===== src/rtl/fpga_input_port_pkg.sv =====
// Shared miniRISC input-port constants: default widths, debounce length and
// debouncer state encodings.
package fpga_input_port_pkg;

  localparam int unsigned DATA_W_DEF    = 10;
  localparam int unsigned DB_CYCLES_DEF = 16;
  localparam int unsigned CNT_W         = 8;

  typedef enum logic [1:0] {
    LOW_STABLE  = 2'd0,
    RISE_WAIT   = 2'd1,
    HIGH_STABLE = 2'd2,
    FALL_WAIT   = 2'd3
  } db_state_t;

endpackage


===== src/rtl/fpga_input_port_btn_debounce.sv =====
// Push-button synchronizer plus 4-state debounce FSM; db is the qualified level,
// rise is a one-cycle pulse in the cycle whose closing edge enters HIGH_STABLE.
module btn_debounce
  import fpga_input_port_pkg::*;
#(
  parameter int unsigned DB_CYCLES = DB_CYCLES_DEF
) (
  input  logic clk,
  input  logic rst,
  input  logic btn_in,
  output logic db,
  output logic rise
);

  localparam logic [CNT_W-1:0] CNT_LAST = CNT_W'(DB_CYCLES - 1);

  logic             s1, s2;
  db_state_t        state, state_nx;
  logic [CNT_W-1:0] cnt, cnt_nx;

  always_ff @(posedge clk) begin
    if (!rst) begin
      s1    <= 1'b0;
      s2    <= 1'b0;
      state <= LOW_STABLE;
      cnt   <= '0;
    end else begin
      s1    <= btn_in;
      s2    <= s1;
      state <= state_nx;
      cnt   <= cnt_nx;
    end
  end

  // rise is Mealy so the capture lands on the same edge that db goes high
  always_comb begin
    state_nx = state;
    cnt_nx   = cnt;
    rise     = 1'b0;
    case (state)
      LOW_STABLE: begin
        if (s2) begin
          state_nx = RISE_WAIT;
          cnt_nx   = CNT_W'(1);
        end
      end
      RISE_WAIT: begin
        if (!s2) begin
          state_nx = LOW_STABLE;
          cnt_nx   = '0;
        end else if (cnt == CNT_LAST) begin
          state_nx = HIGH_STABLE;
          cnt_nx   = '0;
          rise     = 1'b1;
        end else begin
          cnt_nx = cnt + 1'b1;
        end
      end
      HIGH_STABLE: begin
        if (!s2) begin
          state_nx = FALL_WAIT;
          cnt_nx   = CNT_W'(1);
        end
      end
      FALL_WAIT: begin
        if (s2) begin
          state_nx = HIGH_STABLE;
          cnt_nx   = '0;
        end else if (cnt == CNT_LAST) begin
          state_nx = LOW_STABLE;
          cnt_nx   = '0;
        end else begin
          cnt_nx = cnt + 1'b1;
        end
      end
      default: begin
        state_nx = LOW_STABLE;
        cnt_nx   = '0;
      end
    endcase
  end

  always_comb begin
    db = (state == HIGH_STABLE) || (state == FALL_WAIT);
  end

endmodule


===== src/rtl/fpga_input_port.sv =====
// Switch-word input port: captures the synchronized switches on a debounced
// button press and hands the word to the processor with a one-cycle valid.
module fpga_input_port
  import fpga_input_port_pkg::*;
#(
  parameter int unsigned DATA_W    = DATA_W_DEF,
  parameter int unsigned DB_CYCLES = DB_CYCLES_DEF
) (
  input  logic              clk,
  input  logic              rst,
  input  logic [DATA_W-1:0] sw_in,
  input  logic              btn_in,
  input  logic              rd_req,
  output logic [DATA_W-1:0] rd_data,
  output logic              rd_valid,
  output logic              pending,
  output logic              overrun
);

  logic [DATA_W-1:0] sw_s1, sw_s2, hold;
  logic              btn_db, btn_rise;
  logic              capture, accept;

  btn_debounce #(
    .DB_CYCLES (DB_CYCLES)
  ) u_btn_debounce (
    .clk    (clk),
    .rst    (rst),
    .btn_in (btn_in),
    .db     (btn_db),
    .rise   (btn_rise)
  );

  // rise can only fire while the debounced level is still low
  always_comb begin
    capture = btn_rise & ~btn_db;
    accept  = rd_req & pending;
  end

  always_ff @(posedge clk) begin
    if (!rst) begin
      sw_s1    <= '0;
      sw_s2    <= '0;
      hold     <= '0;
      rd_data  <= '0;
      rd_valid <= 1'b0;
      pending  <= 1'b0;
      overrun  <= 1'b0;
    end else begin
      sw_s1    <= sw_in;
      sw_s2    <= sw_s1;
      rd_valid <= accept;
      if (capture) hold <= sw_s2;
      if (accept)  rd_data <= hold;
      if (capture)     pending <= 1'b1;
      else if (accept) pending <= 1'b0;
      if (capture && pending && !accept) overrun <= 1'b1;
      else if (accept)                   overrun <= 1'b0;
    end
  end

endmodule


===== config.mk =====
export PLATFORM = sky130hd
export DESIGN_NAME = fpga_input_port
export DESIGN_NICKNAME = d
export VERILOG_FILES = /design/src/rtl/fpga_input_port_pkg.sv /design/src/rtl/fpga_input_port_btn_debounce.sv /design/src/rtl/fpga_input_port.sv
export SDC_FILE = /design/constraint.sdc
export NUM_CORES = 1
export LEC_CHECK = 0
export ABC_CLOCK_PERIOD_IN_PS = 4750
export CORE_AREA = 2 2 74 76
export DETAILED_ROUTE_END_ITERATION = 8
export DIE_AREA = 0 0 76 78
export PLACE_DENSITY = 0.67
export RECOVER_POWER = 50
export SYNTH_ARGS = -nofsm -noshare
export SYNTH_HDL_FRONTEND = slang
export SYNTH_HIERARCHICAL = 1
export SYNTH_SLANG_ARGS = --single-unit

===== constraint.sdc =====
create_clock -name clk -period 4.75 [get_ports clk]
set_input_delay 0.95 -clock clk [delete_from_list [all_inputs] [get_ports clk]]
set_output_delay 0.95 -clock clk [all_outputs]
set_load 0.02 [all_outputs]

==> impl_metrics.ini <==
[placement]
io_buffers = 26
gp_congestion = 0.6965
dpl.hpwl_um = 1998

[logic_synthesis]
syn_area_um2 = 2022
synth_seq_cells = 55
syn_area_per_cell_um2 = 9.911
synthDistinctLibCells = 35
synth_nets = 219
synth_cells = 204
ys.warnings.count = 6
synth_seq_area_share = 0.5446

[worst_setup_path]
critPathArrivalTime_ps = 2580
crit_path_end_kind = flop
crit_path_start_kind = input port
crit_required_ps = 4990
critPathKind = input port to flop
path_max_fanout = 53
reg2reg_depth = 7

[drt]
num_vias = 1332
via_per_inst = 4.470
drt_iter0_markers = 112
wl_um = 2944
wl_per_cell_um = 9.879
ant_nets = 0
dr.pass1.iters = 4
drc = 0

[clock_network]
clock_latency_ps = 310
path_clk_slew_ps = 100
cts_resized = 0
cts_buffer_depth = 2
hold_buffers = 0
cts_tree = built
cts-root-buf = clkbuf_8
cts_sinks = 55
htree_levels = 2
cts_buffers = 5
cts_setup_buffers = 0

[floorplanning]
dieArea_um2 = 5928
start_util = 0.4010
rows = 26
die_y_um = 78
fp.dieW_um = 76
ios = 27
core_area_um2 = 5042

[pwr]
ir_drop_mv = 0.1690
power_density_nw_per_um2 = 314.4
power_w = 0.0007533
p_int_w = 0.0005940
p_switching_w = 0.0001593
p_sw_frac = 0.2114
p_leak_nw = 0.8550
p_clk_frac = 0.334
seqPwrFrac = 0.628
combPwrFrac = 0.038

[final_layout]
drive_above_1_share = 0.09211
nFillCells = 493
syn2layout_area_growth_pct = 18.50
multi_input_area_um2 = 848.3
fin_util = 0.4752
num_antenna_cells = 0
regArea_um2 = 1101
nets = 242

[hold_path]
hold_path.class = flop to flop
hold_depth = 2

[sta]
tightest_slew_ps = 619.5
timing.final.crit_period_ps = 2337
timing.setup.tns_ps = 0
hold_viol = 0
max-slew-margin-rel = 0.5841
finClkSkew_ps = 10.75
max_freq_mhz = 428.0
finalCritPeriodShare = 0.4919
slew_violations = 0
setup_viol = 0
rsz0062_at_grt = no

[grt]
grt_antenna_before_repair = 0
grt_usage = 0.1140
grt_max_degree = 54
grt_pass1_wl_um = 5526
grt_pass1_vias = 1237
grt_overflow_total = 0

[outcome]
status = finished, final reports clean

[flow_run]
drv_cap = 0
==> kinds of logic after synthesis <==
kind of cell             Yosys count  share of synthesized area
AND/OR/NAND/NOR                   96                     0.2444
flip-flops                        55                     0.5446
AO/OA/AOI/OAI                     35                     0.1442
buffers and inverters             11                    0.03403
XOR/XNOR                           5                    0.02166
multiplexers                       1                   0.004951
adder cells (fa/ha/maj)            1                   0.006187
==> flip-flops by register name, summed over array words and instances (netlist names), 8 cells and up, named ones only <==
register	flops
hold	10
rd_data	10
sw_s1	10
sw_s2	10
u_btn_debounce/cnt	8
==> through the flow <==
step	setup WS (ps)	area, um^2	hold WS, ps	std cells
after floorplan	2997	2022	411.8	204
after global placement	2193	2308	414.4	290
after detailed placement	2160	2308	418.4	290
after CTS	2435	2400	437.7	298
after global routing	2237	2396	452.6	298
final	2413	2396	434.8	298
==> synth_stat cells, drive strengths merged <==
cell / n / area share
nand2: 50 / 0.093
xnor2: 3 / 0.013
and3: 4 / 0.013
and2: 24 / 0.074
nand4: 1 / 0.0031
buf: 7 / 0.024
ha: 1 / 0.0062
or2b: 1 / 0.0037
xor2: 2 / 0.0087
a22o: 2 / 0.0087
dfxtp: 55 / 0.54
clkbuf: 3 / 0.0056
a211oi: 1 / 0.0099
o21ai: 4 / 0.0099
a21oi: 2 / 0.0050
nand3b: 2 / 0.0074
nor3b: 2 / 0.0074
a21boi: 22 / 0.098
and4: 1 / 0.0043
nor2b: 2 / 0.0074
dlygate4sd1: 1 / 0.0043
nand3: 4 / 0.0099
nor2: 1 / 0.0019
nor3: 1 / 0.0025
mux2i: 1 / 0.0050
a31oi: 4 / 0.012
nand2b: 2 / 0.0062
nor4: 1 / 0.011
==> cell type report <==
type / count / share of cell area
repair buffers: 27 / 0.1117
clock buffers: 5 / 0.02872
clock inverters: 3 / 0.009399
multi-input cells: 138 / 0.3540
well taps: 70 / 0.03655
flip-flops and latches: 55 / 0.4595
==> cell usage in the layout, fill, tap and decap left out, types with 4 or more instances in the layout <==
| master | count |
|---|---|
| a31oi_1 | 4 |
| nand3_1 | 4 |
| dfxtp_1 | 55 |
| clkdlybuf4s50_1 | 25 |
| clkbuf_8 | 5 |
| a21boi_1 | 5 |
| and2_1 | 22 |
| a21boi_2 | 8 |
| a21boi_0 | 9 |
| nand2_1 | 50 |
==> worst paths after layout <==
check                                      startpoint               endpoint  slack [ps]
worst max-delay path                              rst  u_btn_debounce/cnt[7]        2410
worst min-delay path                         sw_s2[0]                hold[0]         430
worst max register to register  u_btn_debounce/cnt[0]                hold[6]        2720
worst min register to register               sw_s2[0]                hold[0]         430
==> worst max-delay path, stage by stage <==
cell and delay, ps:
dlygate4sd3_1 520, buf_4 350, nand2_1 170, a211oi_4 300, a31oi_1 130, a31oi_1 140
==> per-layer routing <==
metal / wire length, um / GRT usage / up-vias
li1: - / - / 715
met1: 1504 / 0.1497 / 583
met2: 1200 / 0.1670 / 28
met3: 181 / 0.04419 / 6
met4: 57 / 0.04909 / 0
met5: 0 / 0 / -
==> power by group through the flow <==
stage	logic, W	registers, W	clock network, W
CTS	0.0000291	0.000473	0.000264
floorplan	0.0000157	0.000483	0
global placement	0.0000286	0.000484	0
global route	0.0000322	0.000474	0.000282
detailed placement	0.0000291	0.000484	0
finish	0.0000285	0.000473	0.000252
No activity file was read; power rests on OpenSTA's default activity.
